**config.mk**
```make
export PLATFORM = sky130hd
export DESIGN_NAME = regfile_mp
export DESIGN_NICKNAME = d
export VERILOG_FILES = /design/src/rtl/regfile_mp.sv
export SDC_FILE = /design/constraint.sdc
export NUM_CORES = 1
export LEC_CHECK = 0
export ABC_CLOCK_PERIOD_IN_PS = 4100
export CAP_MARGIN = 10
export CORE_UTILIZATION = 40
export DETAILED_ROUTE_END_ITERATION = 16
export PLACE_DENSITY = 0.66
export SETUP_SLACK_MARGIN = 0.5
export SYNTH_ARGS = -nofsm -noshare
export SYNTH_HDL_FRONTEND = slang
export SYNTH_SLANG_ARGS = --single-unit
export TNS_END_PERCENT = 5
```
**constraint.sdc**
```tcl
create_clock -name clk -period 4.1 [get_ports clk]
set_clock_uncertainty 0.15 [all_clocks]
set_input_delay 1.23 -clock clk [delete_from_list [all_inputs] [get_ports clk]]
set_output_delay 1.23 -clock clk [all_outputs]
set_load 0.1 [all_outputs]
```
**src/rtl/regfile_mp.sv**
```systemverilog
// regfile_mp: multi-port register file with one synchronous write port, two asynchronous read ports and a busy scoreboard.
// Optional same-cycle write forwarding on the read ports is enabled by defining REGFILE_BYPASS_EN.
module regfile_mp #(
   parameter int WIDTH = 16,
   parameter int DEPTH = 8,
   localparam int AW   = $clog2(DEPTH)
) (
   input  logic             clk,
   input  logic             reset,
   input  logic [WIDTH-1:0] data_in,
   input  logic [AW-1:0]    writenum,
   input  logic             write,
   input  logic [AW-1:0]    readnum_a,
   input  logic [AW-1:0]    readnum_b,
   output logic [WIDTH-1:0] data_out_a,
   output logic [WIDTH-1:0] data_out_b,
   output logic             busy_a,
   output logic             busy_b,
   input  logic             reserve,
   input  logic [AW-1:0]    reservenum,
   output logic             reserve_ok,
   output logic [DEPTH-1:0] busy_vec
);

   if (DEPTH < 2 || (DEPTH & (DEPTH - 1)) != 0) begin : g_depth_check
      $error("regfile_mp: DEPTH must be a power of two and at least 2");
   end

   logic [WIDTH-1:0] regs [DEPTH];
   logic [DEPTH-1:0] busy;
   logic [DEPTH-1:0] busy_next;

   // A write landing on the register being reserved frees it in the same cycle.
   always_comb begin
      reserve_ok = reserve & (~busy[reservenum] | (write & (writenum == reservenum)));
   end

   // Write clears first, accepted reserve sets last, so a same-register reserve wins.
   always_comb begin
      busy_next = busy;
      if (write) begin
         busy_next[writenum] = 1'b0;
      end
      if (reserve_ok) begin
         busy_next[reservenum] = 1'b1;
      end
   end

   always_ff @(posedge clk) begin
      if (reset) begin
         for (int unsigned i = 0; i < DEPTH; i++) begin
            regs[i] <= '0;
         end
         busy <= '0;
      end else begin
         if (write) begin
            regs[writenum] <= data_in;
         end
         busy <= busy_next;
      end
   end

`ifdef REGFILE_BYPASS_EN
   logic fwd_a;
   logic fwd_b;

   always_comb begin
      fwd_a      = write & ~reset & (writenum == readnum_a);
      fwd_b      = write & ~reset & (writenum == readnum_b);
      data_out_a = fwd_a ? data_in : regs[readnum_a];
      data_out_b = fwd_b ? data_in : regs[readnum_b];
      busy_a     = ~fwd_a & busy[readnum_a];
      busy_b     = ~fwd_b & busy[readnum_b];
   end
`else
   always_comb begin
      data_out_a = regs[readnum_a];
      data_out_b = regs[readnum_b];
      busy_a     = busy[readnum_a];
      busy_b     = busy[readnum_b];
   end
`endif

   assign busy_vec = busy;

endmodule

```
==> Flow_metrics.wiki, run 1 <==
{| class="wikitable"
! Metric !! Value
|-
| Final setup margin || 178 ps
|-
| Synth Area in Compound Gates || 2.51%
|-
| Critical Path End Type || output pin
|-
| Total of buffers placed on input and output ports || 74
|-
| Mapped cell area || 7710 sq um
|-
| Fill count || 1523
|-
| Top flip-flop cell by instance count after synthesis || sky130_fd_sc_hd__edfxtp_1
|-
| Nets || 621
|-
| Crit start category || primary input
|-
| Total global routing track utilization || 22.4%
|-
| Via count normalized by instance count || 5.69
|-
| Min-Delay Endpoint || busy_vec[3]
|-
| Post-synthesis share of cell area spent on and, or, nand and nor gates || 14.3%
|-
| Mean area per synthesized cell || 16.1 sq um
|-
| Top post-synthesis cells by area || sky130_fd_sc_hd__edfxtp_1, sky130_fd_sc_hd__mux4_1, sky130_fd_sc_hd__and2_1
|-
| Synth Net Count || 512
|-
| Synthesized netlist cell count || 480
|-
| Power density over the cells || 407 nW/um^2
|-
| Depth of the most critical reg-to-reg path || 5
|-
| Final-report max-slew violation count || 0
|-
| Warnings from Yosys || 0
|-
| Clock latency reported for the late side of the worst-skew pair || 430 ps
|-
| Multiplexer share of the synthesized area || 27.7%
|-
| Number of antenna diodes || 0
|-
| Detailed placer's ending HPWL || 12600 um
|-
| Hold Path Class || reg -> reg
|-
| Number of different library cells in the post-synthesis netlist || 46
|-
| Ys async rst share || 0%
|-
| Xor/xnor share of the synthesized area || 0.341%
|-
| EDFF count, synth || 128
|-
| Die Y || 141 um
|-
| Required time of the worst setup path || 2720 ps
|-
| Post-placement cell area || 9380 sq um
|-
| Signal arrival time at the worst endpoint || 2540 ps
|-
| Clock period minus worst slack || 3920 ps
|-
| Startpoint of the worst hold path || busy_vec[3]
|-
| Bufs on Longest Clock Path || 2
|-
| Worst reg2reg path endpoint || busy_vec[3]
|-
| Count of max-cap constraint violations || 0
|-
| Top-area cell type share of the netlist area || 49.8%
|-
| Antenna violations before repair || 0
|-
| Placer's final routability congestion estimate || 0.837
|-
| Leakage power summed over all cells || 3.82 nW
|-
| Largest fanout on the critical path || 8
|-
| Cell count after placement || 820
|-
| Critical path type || in -> out
|-
| Worst relative slew slack || 40.1%
|-
| Final instance count without filler cells || 859
|-
| Number of endpoints with negative hold slack in the final report || 0
|-
| Fraction of layout cells with a size suffix above 1 || 38.1%
|-
| Top achievable clock speed || 255 MHz
|-
| Via count of the first global-routing pass || 5081
|-
| Share of synthesized cell area in full adder, half adder and majority cells || 0%
|-
| Ports placed on the boundary || 75
|-
| Maximum vdd ir drop || 0.000298 V
|-
| Number of cells on the worst hold path || 2
|-
| Final clock period utilization by the worst path || 95.7%
|-
| #FFs+latches synth || 136
|-
| Sequential-to-total area share from yosys stat || 51.9%
|-
| Clk sinks || 136
|-
| Maximum level of the CTS H-tree || 4
|-
| Count of nets left with antenna violations after detail routing || 0
|-
| R2R Setup Slk || 2500 ps
|-
| Worst setup slack before clock tree synthesis || -112 ps
|-
| Total number of vias || 4886
|-
| Initial DRT Pass Iterations || 5
|-
| Cell area after layout || 10100 sq um
|-
| Cts bufs inserted || 17
|-
| CTS clk-pin slew, worst paths || 60 ps
|-
| 1st-iter DRT viols || 443
|-
| Tot Pwr || 4.12 mW
|-
| Beginning of the worst register-to-register path || busy_vec[1]
|-
| Floorplan Core Area || 18800 sq um
|-
| CP Launch Point || readnum_b[0]
|-
| CTS Hold Buffers Added || 0
|-
| Synth area leader || sky130_fd_sc_hd__edfxtp_1
|-
| Die X-Extent || 141 um
|-
| Residual DRC count || 0
|-
| Overall die area || 19800 sq um
|-
| Worst Tran Pin Value || 897 ps
|-
| Initial core utilization || 41.0%
|-
| Setup TNS after final layout || 0 ps
|-
| Pin count of the biggest net entering global routing || 18
|-
| Run status || complete, no violations
|-
| WL per Instance || 24.5 um
|-
| Top cell types by occurrence after synthesis || sky130_fd_sc_hd__and2_1, sky130_fd_sc_hd__edfxtp_1, sky130_fd_sc_hd__mux4_1
|-
| Area growth syn-to-layout || 31.3%
|-
| Worst hold slack across all endpoints || 381 ps
|-
| Finish-stage setup viols || 0
|-
| WL final || 21000 um
|-
| Std-Cell Rows || 50
|-
| Final core utilization || 53.8%
|-
| Sum of overflow across all layers after global routing || 0
|-
| Largest family of logic cells by synthesized area || multiplexers
|-
| Buffer type at the clock tree root || sky130_fd_sc_hd__clkbuf_16
|-
| TritonCTS clock tree || built
|-
| Setup repair after global routing missed its margin || true
|-
| First-pass GRT wire length || 31500 um
|}
[flip-flops by register name (all words and copies together), names as in the netlist]
register  flops
busy_vec      8
regs        128
[cell families (layout without fill, tap and decap cells)]
| family | after synthesis | count (layout) |
|---|---|---|
| buffers and inverters | 44 | 163 |
| xor gates and xnor gates | 3 | 3 |
| and+or+nand+nor | 166 | 166 |
| DFF | 136 | 136 |
| AOI/OAI and AO/OA | 27 | 27 |
| muxes | 104 | 104 |
[power by group]
group | internal (mW) | switching (mW) | total, mW
registers | 1.61 | 0.0490 | 1.66
clock network | 0.811 | 0.533 | 1.34
logic | 0.471 | 0.646 | 1.12
total | 2.89 | 1.23 | 4.12
[cells in the final DEF (no fill, tap or decap), types with 3 or more instances in the layout]
master                            synthesis  routed
sky130_fd_sc_hd__a21oi_1                  5       4
sky130_fd_sc_hd__and2_1                 128     128
sky130_fd_sc_hd__buf_12                   0      46
sky130_fd_sc_hd__buf_16                   0       7
sky130_fd_sc_hd__buf_2                    5       3
sky130_fd_sc_hd__buf_4                    1      38
sky130_fd_sc_hd__buf_6                    9       3
sky130_fd_sc_hd__clkbuf_1                16       5
sky130_fd_sc_hd__clkbuf_16                0      17
sky130_fd_sc_hd__clkdlybuf4s50_1          0      21
sky130_fd_sc_hd__clkinv_1                 0       3
sky130_fd_sc_hd__clkinv_2                 0       3
sky130_fd_sc_hd__dfxtp_1                  8       8
sky130_fd_sc_hd__dlygate4sd2_1            0       3
sky130_fd_sc_hd__edfxtp_1               128     128
sky130_fd_sc_hd__inv_1                    9       9
sky130_fd_sc_hd__mux2_2                  34       8
sky130_fd_sc_hd__mux2_4                   0      26
sky130_fd_sc_hd__mux4_1                  55      17
sky130_fd_sc_hd__mux4_2                  13      51
sky130_fd_sc_hd__nand2_1                  5       5
sky130_fd_sc_hd__nand2b_1                 4       4
sky130_fd_sc_hd__nor2_1                   6       5
sky130_fd_sc_hd__nor2_4                   3       4
sky130_fd_sc_hd__nor3_1                   3       3
sky130_fd_sc_hd__nor3_4                   3       3
sky130_fd_sc_hd__o31ai_1                  6       5
[critical path, stage by stage]
cell                     delay (ps)
sky130_fd_sc_hd__buf_12         120
sky130_fd_sc_hd__buf_12         150
sky130_fd_sc_hd__mux4_1         550
sky130_fd_sc_hd__mux2_4         310
sky130_fd_sc_hd__buf_12         170
[layer usage]
| layer | part of all wire, % | track usage (%) |
|---|---|---|
| met4 | 1.8 | 7.72 |
| met2 | 52 | 38.8 |
| met1 | 40 | 28.4 |
| met3 | 6.1 | 3.77 |
| met5 | 0 | 0 |
[worst max-delay path by stage]
| stage | to | slack (ps) |
|---|---|---|
| 3_5_place_dp | reserve_ok | -110 |
| 2_1_floorplan | reserve_ok | 180 |
| 6_report | data_out_b[10] | 180 |
| 3_3_place_gp | data_out_b[3] | -130 |
| 5_1_grt | data_out_a[11] | 150 |
| 4_1_cts | data_out_a[2] | 180 |
[cell type report]
cell class	count	area (sq um)	area share, %
clock buffer	22	444	4.38
clock inverter	7	56.3	0.556
inverter	9	33.8	0.333
multi-input combinational	300	3500	34.6
sequential	136	4000	39.5
tap	260	325	3.21
timing repair buffer	125	1760	17.4
[repair_timing]
action,4_1_cts,5_1_grt
setup endpoints to repair,35,35
buffers inserted,1,1
gates cloned,8,0
pin swaps,3,1
resized for setup,99,8
Note: power is estimated with default switching activity, not from simulation.
==> inputs of run 2 (changes only) <==
ABC_CLOCK_PERIOD_IN_PS = 5000   (was 4100)
clock period = 5 ns   (was 4.1 ns; I/O delays follow)
==> run 2 against run 1 <==
Effect of this change:
- critical path depth stayed put
- utilization is 0.68 points lower
- final cell count is 2.8% lower
- largest cell class unchanged
- largest power group unchanged
==> Flow_metrics.wiki, run 2 (same netlist as run 1, synthesis figures left out) <==
{| class="wikitable"
! Metric !! Value
|-
| Slowest stage cell, crit path || sky130_fd_sc_hd__mux4_1
|-
| Cts bufs inserted || 17 (unchanged)
|-
| Detailed placer's ending HPWL || 11200 um (-11%)
|-
| Run status || complete, no violations
|-
| Buf/Inv on CP || 3 (unchanged)
|-
| Residual DRC count || 0 (unchanged)
|-
| Worst Tran Pin Value || 1040 ps (+140 ps)
|-
| Setup TNS after final layout || 0 ps (unchanged)
|-
| Number of endpoints with negative hold slack in the final report || 0 (unchanged)
|-
| Final-report max-slew violation count || 0 (unchanged)
|-
| Initial DRT Pass Iterations || 5 (unchanged)
|-
| Register with the most flip-flops || regs
|-
| Overall die area || 19800 sq um (unchanged)
|-
| Beginning of the worst register-to-register path || busy_vec[3]
|-
| Total number of vias || 4776 (-2.3%)
|-
| Power density over the cells || 346 nW/um^2 (-15%)
|-
| Endpoint of the worst setup timing path || data_out_b[1]
|-
| Final instance count without filler cells || 835 (-2.8%)
|-
| Number of antenna diodes || 0 (unchanged)
|-
| Pin count of the biggest net entering global routing || 18 (unchanged)
|-
| Maximum level of the CTS H-tree || 4 (unchanged)
|-
| R2R Setup Slk || 3460 ps (+960 ps)
|-
| Bufs on Longest Clock Path || 2 (unchanged)
|-
| Final clock period utilization by the worst path || 90.3%
|-
| WL per Instance || 24.6 um (+0.31%)
|-
| Worst reg2reg path endpoint || busy_vec[3]
|-
| Switching Share || 29.3% (-0.48 points)
|-
| Total of buffers placed on input and output ports || 74 (unchanged)
|-
| Die X-Extent || 141 um (unchanged)
|-
| Count of max-cap constraint violations || 0 (unchanged)
|-
| Top achievable clock speed || 221 MHz
|-
| Hold Path Class || reg -> reg
|-
| Cell count after placement || 793 (-3.3%)
|-
| Maximum vdd ir drop || 0.000263 V (-12%)
|-
| Floorplan Core Area || 18800 sq um (unchanged)
|-
| Std-Cell Rows || 50 (unchanged)
|-
| Critical path type || in -> out
|-
| TritonCTS clock tree || built
|-
| Signal arrival time at the worst endpoint || 2870 ps (+330 ps)
|-
| Initial core utilization || 41.0% (unchanged)
|-
| Total global routing track utilization || 21.6% (-0.81 points)
|-
| Setup repair after global routing missed its margin || true
|-
| Tot Pwr || 3.46 mW (-16%)
|-
| First-pass GRT wire length || 30200 um (-3.9%)
|-
| Die Y || 141 um (unchanged)
|-
| Sequential cell fraction of total power || 39.1% (-1.2 points)
|-
| CP Launch Point || readnum_b[0]
|-
| Antenna violations before repair || 0 (unchanged)
|-
| Finish-stage setup viols || 0 (unchanged)
|-
| Cell seen most often among critical-path stages || sky130_fd_sc_hd__buf_12
|-
| Placer's final routability congestion estimate || 0.818 (-2.3%)
|-
| Nets || 594 (-4.3%)
|-
| Flip-flop count of the largest register after layout || 128 (unchanged)
|-
| Total stage count of the critical path || 5 (unchanged)
|-
| Cell type group with the largest total delay on the critical path || multiplexers
|-
| Internal power || 2.45 mW (-15%)
|-
| Leakage power summed over all cells || 3.76 nW (-1.6%)
|-
| Depth of the most critical reg-to-reg path || 4 (-1)
|-
| Via count of the first global-routing pass || 5027 (-1.1%)
|-
| Via count normalized by instance count || 5.72 (+0.56%)
|-
| CP cell instances || buf_12 > clkbuf_16 > mux4_1 > mux2_4 > buf_12
|-
| Most used cells in the layout excluding fill and tap cells || sky130_fd_sc_hd__and2_1, sky130_fd_sc_hd__edfxtp_1, sky130_fd_sc_hd__mux4_1
|-
| Highest cell delay on the worst timing path || 550 ps (about the same)
|-
| Buffer type at the clock tree root || sky130_fd_sc_hd__clkbuf_16
|-
| Worst relative slew slack || 30.8% (-9.4 points)
|-
| Crit start category || primary input
|-
| Combinational cell fraction of total power || 25.2% (-1.9 points)
|-
| Count of nets left with antenna violations after detail routing || 0 (unchanged)
|-
| Ports placed on the boundary || 75 (unchanged)
|-
| 1st-iter DRT viols || 499 (+13%)
|-
| Required time of the worst setup path || 3350 ps (+630 ps)
|-
| Area growth syn-to-layout || 29.7%
|-
| Largest fanout on the critical path || 6 (-2)
|-
| Fraction of layout cells with a size suffix above 1 || 28.9% (-9.2 points)
|-
| Clock latency reported for the late side of the worst-skew pair || 420 ps (about the same)
|-
| Critical Path End Type || output pin
|-
| Clock period minus worst slack || 4520 ps
|-
| Final core utilization || 53.1% (-0.68 points)
|-
| Sum of overflow across all layers after global routing || 0 (unchanged)
|-
| Clk sinks || 136 (unchanged)
|-
| Proportion of power drawn by the clock network || 35.6% (+3.0 points)
|-
| Power spent charging and discharging nets || 1.02 mW (-17%)
|-
| CTS clk-pin slew, worst paths || 50 ps (about the same)
|-
| WL final || 20500 um (-2.5%)
|}
==> run 2: cell count changes in the layout (fill, tap and decap cells not counted), sizes merged, moves of 2 or more <==
cell | before | now
clkdlybuf4s15 | 1 | 3
bufinv | 1 | 3
clkbuf | 23 | 25
dlymetal6s2s | 0 | 2
clkdlybuf4s50 | 21 | 28
buf | 97 | 59
bufbuf | 2 | 0
==> run 2: power groups by stage <==
| stage | Sequential, mW | Clock, mW | Combinational (mW) |
|---|---|---|---|
| 2_1_floorplan | 1.38 | 0 | 0.523 |
| 3_3_place_gp | 1.37 | 0 | 0.828 |
| 3_5_place_dp | 1.38 | 0 | 0.836 |
| 4_1_cts | 1.35 | 1.23 | 0.869 |
| 5_1_grt | 1.36 | 1.29 | 0.900 |
| 6_report | 1.36 | 1.24 | 0.874 |
==> run 2: what timing repair did <==
item                       in CTS  in global routing
buffers inserted                0                  1
hold buffers                    0                  0
setup endpoints to repair      35                 30
pin swaps                       3                  1
cloned                          7                  2
gates resized for setup        33                 21
==> run 2: worst min path at each step <==
stage                           start     endpoint  cells past startpoint
after detailed placement  busy_vec[5]  busy_vec[5]                      2
after global routing      busy_vec[5]  busy_vec[5]                      2
after global placement    busy_vec[3]  busy_vec[3]                      2
after CTS                 busy_vec[5]  busy_vec[5]                      2
after floorplan           busy_vec[3]  busy_vec[3]                      2
final                     busy_vec[5]  busy_vec[5]                      2
==> run 2: final cells by class <==
class / instances / area [sq um]
flip-flops and latches: 136 / 4000
repair buffers: 98 / 1550
well taps: 260 / 325
clock inverters: 11 / 130
clock buffers: 21 / 440
multi-input cells: 300 / 3520
inverters: 9 / 33.8
fillers: 1516 / 8830
==> run 2: through the flow <==
stage / cell area (sq um) / worst slack (ps) / hold WS, ps
finish: 10000 / 485 / 411
global route: 10000 / 460 / 441
CTS: 9940 / 436 / 397
detailed placement: 9110 / 159 / 387
global placement: 9110 / 220 / 382
floorplan: 7740 / 512 / 754
==> run 2: worst reg2reg max path: stages, from the launching register on <==
cell,delay (ps)
sky130_fd_sc_hd__dfxtp_1,420
sky130_fd_sc_hd__mux2i_1,100
sky130_fd_sc_hd__o32a_1,340
sky130_fd_sc_hd__a21oi_1,280
sky130_fd_sc_hd__o31ai_1,130
==> run 2: metal layers <==
metal / GRT usage, % / vias to the layer above / wire length, um
met2: 36.0 / 216 / 10300
met3: 5.40 / 29 / 1460
met1: 27.0 / 2465 / 8310
met5: 0 / - / 0
met4: 8.52 / 0 / 381
li1: - / 2066 / -
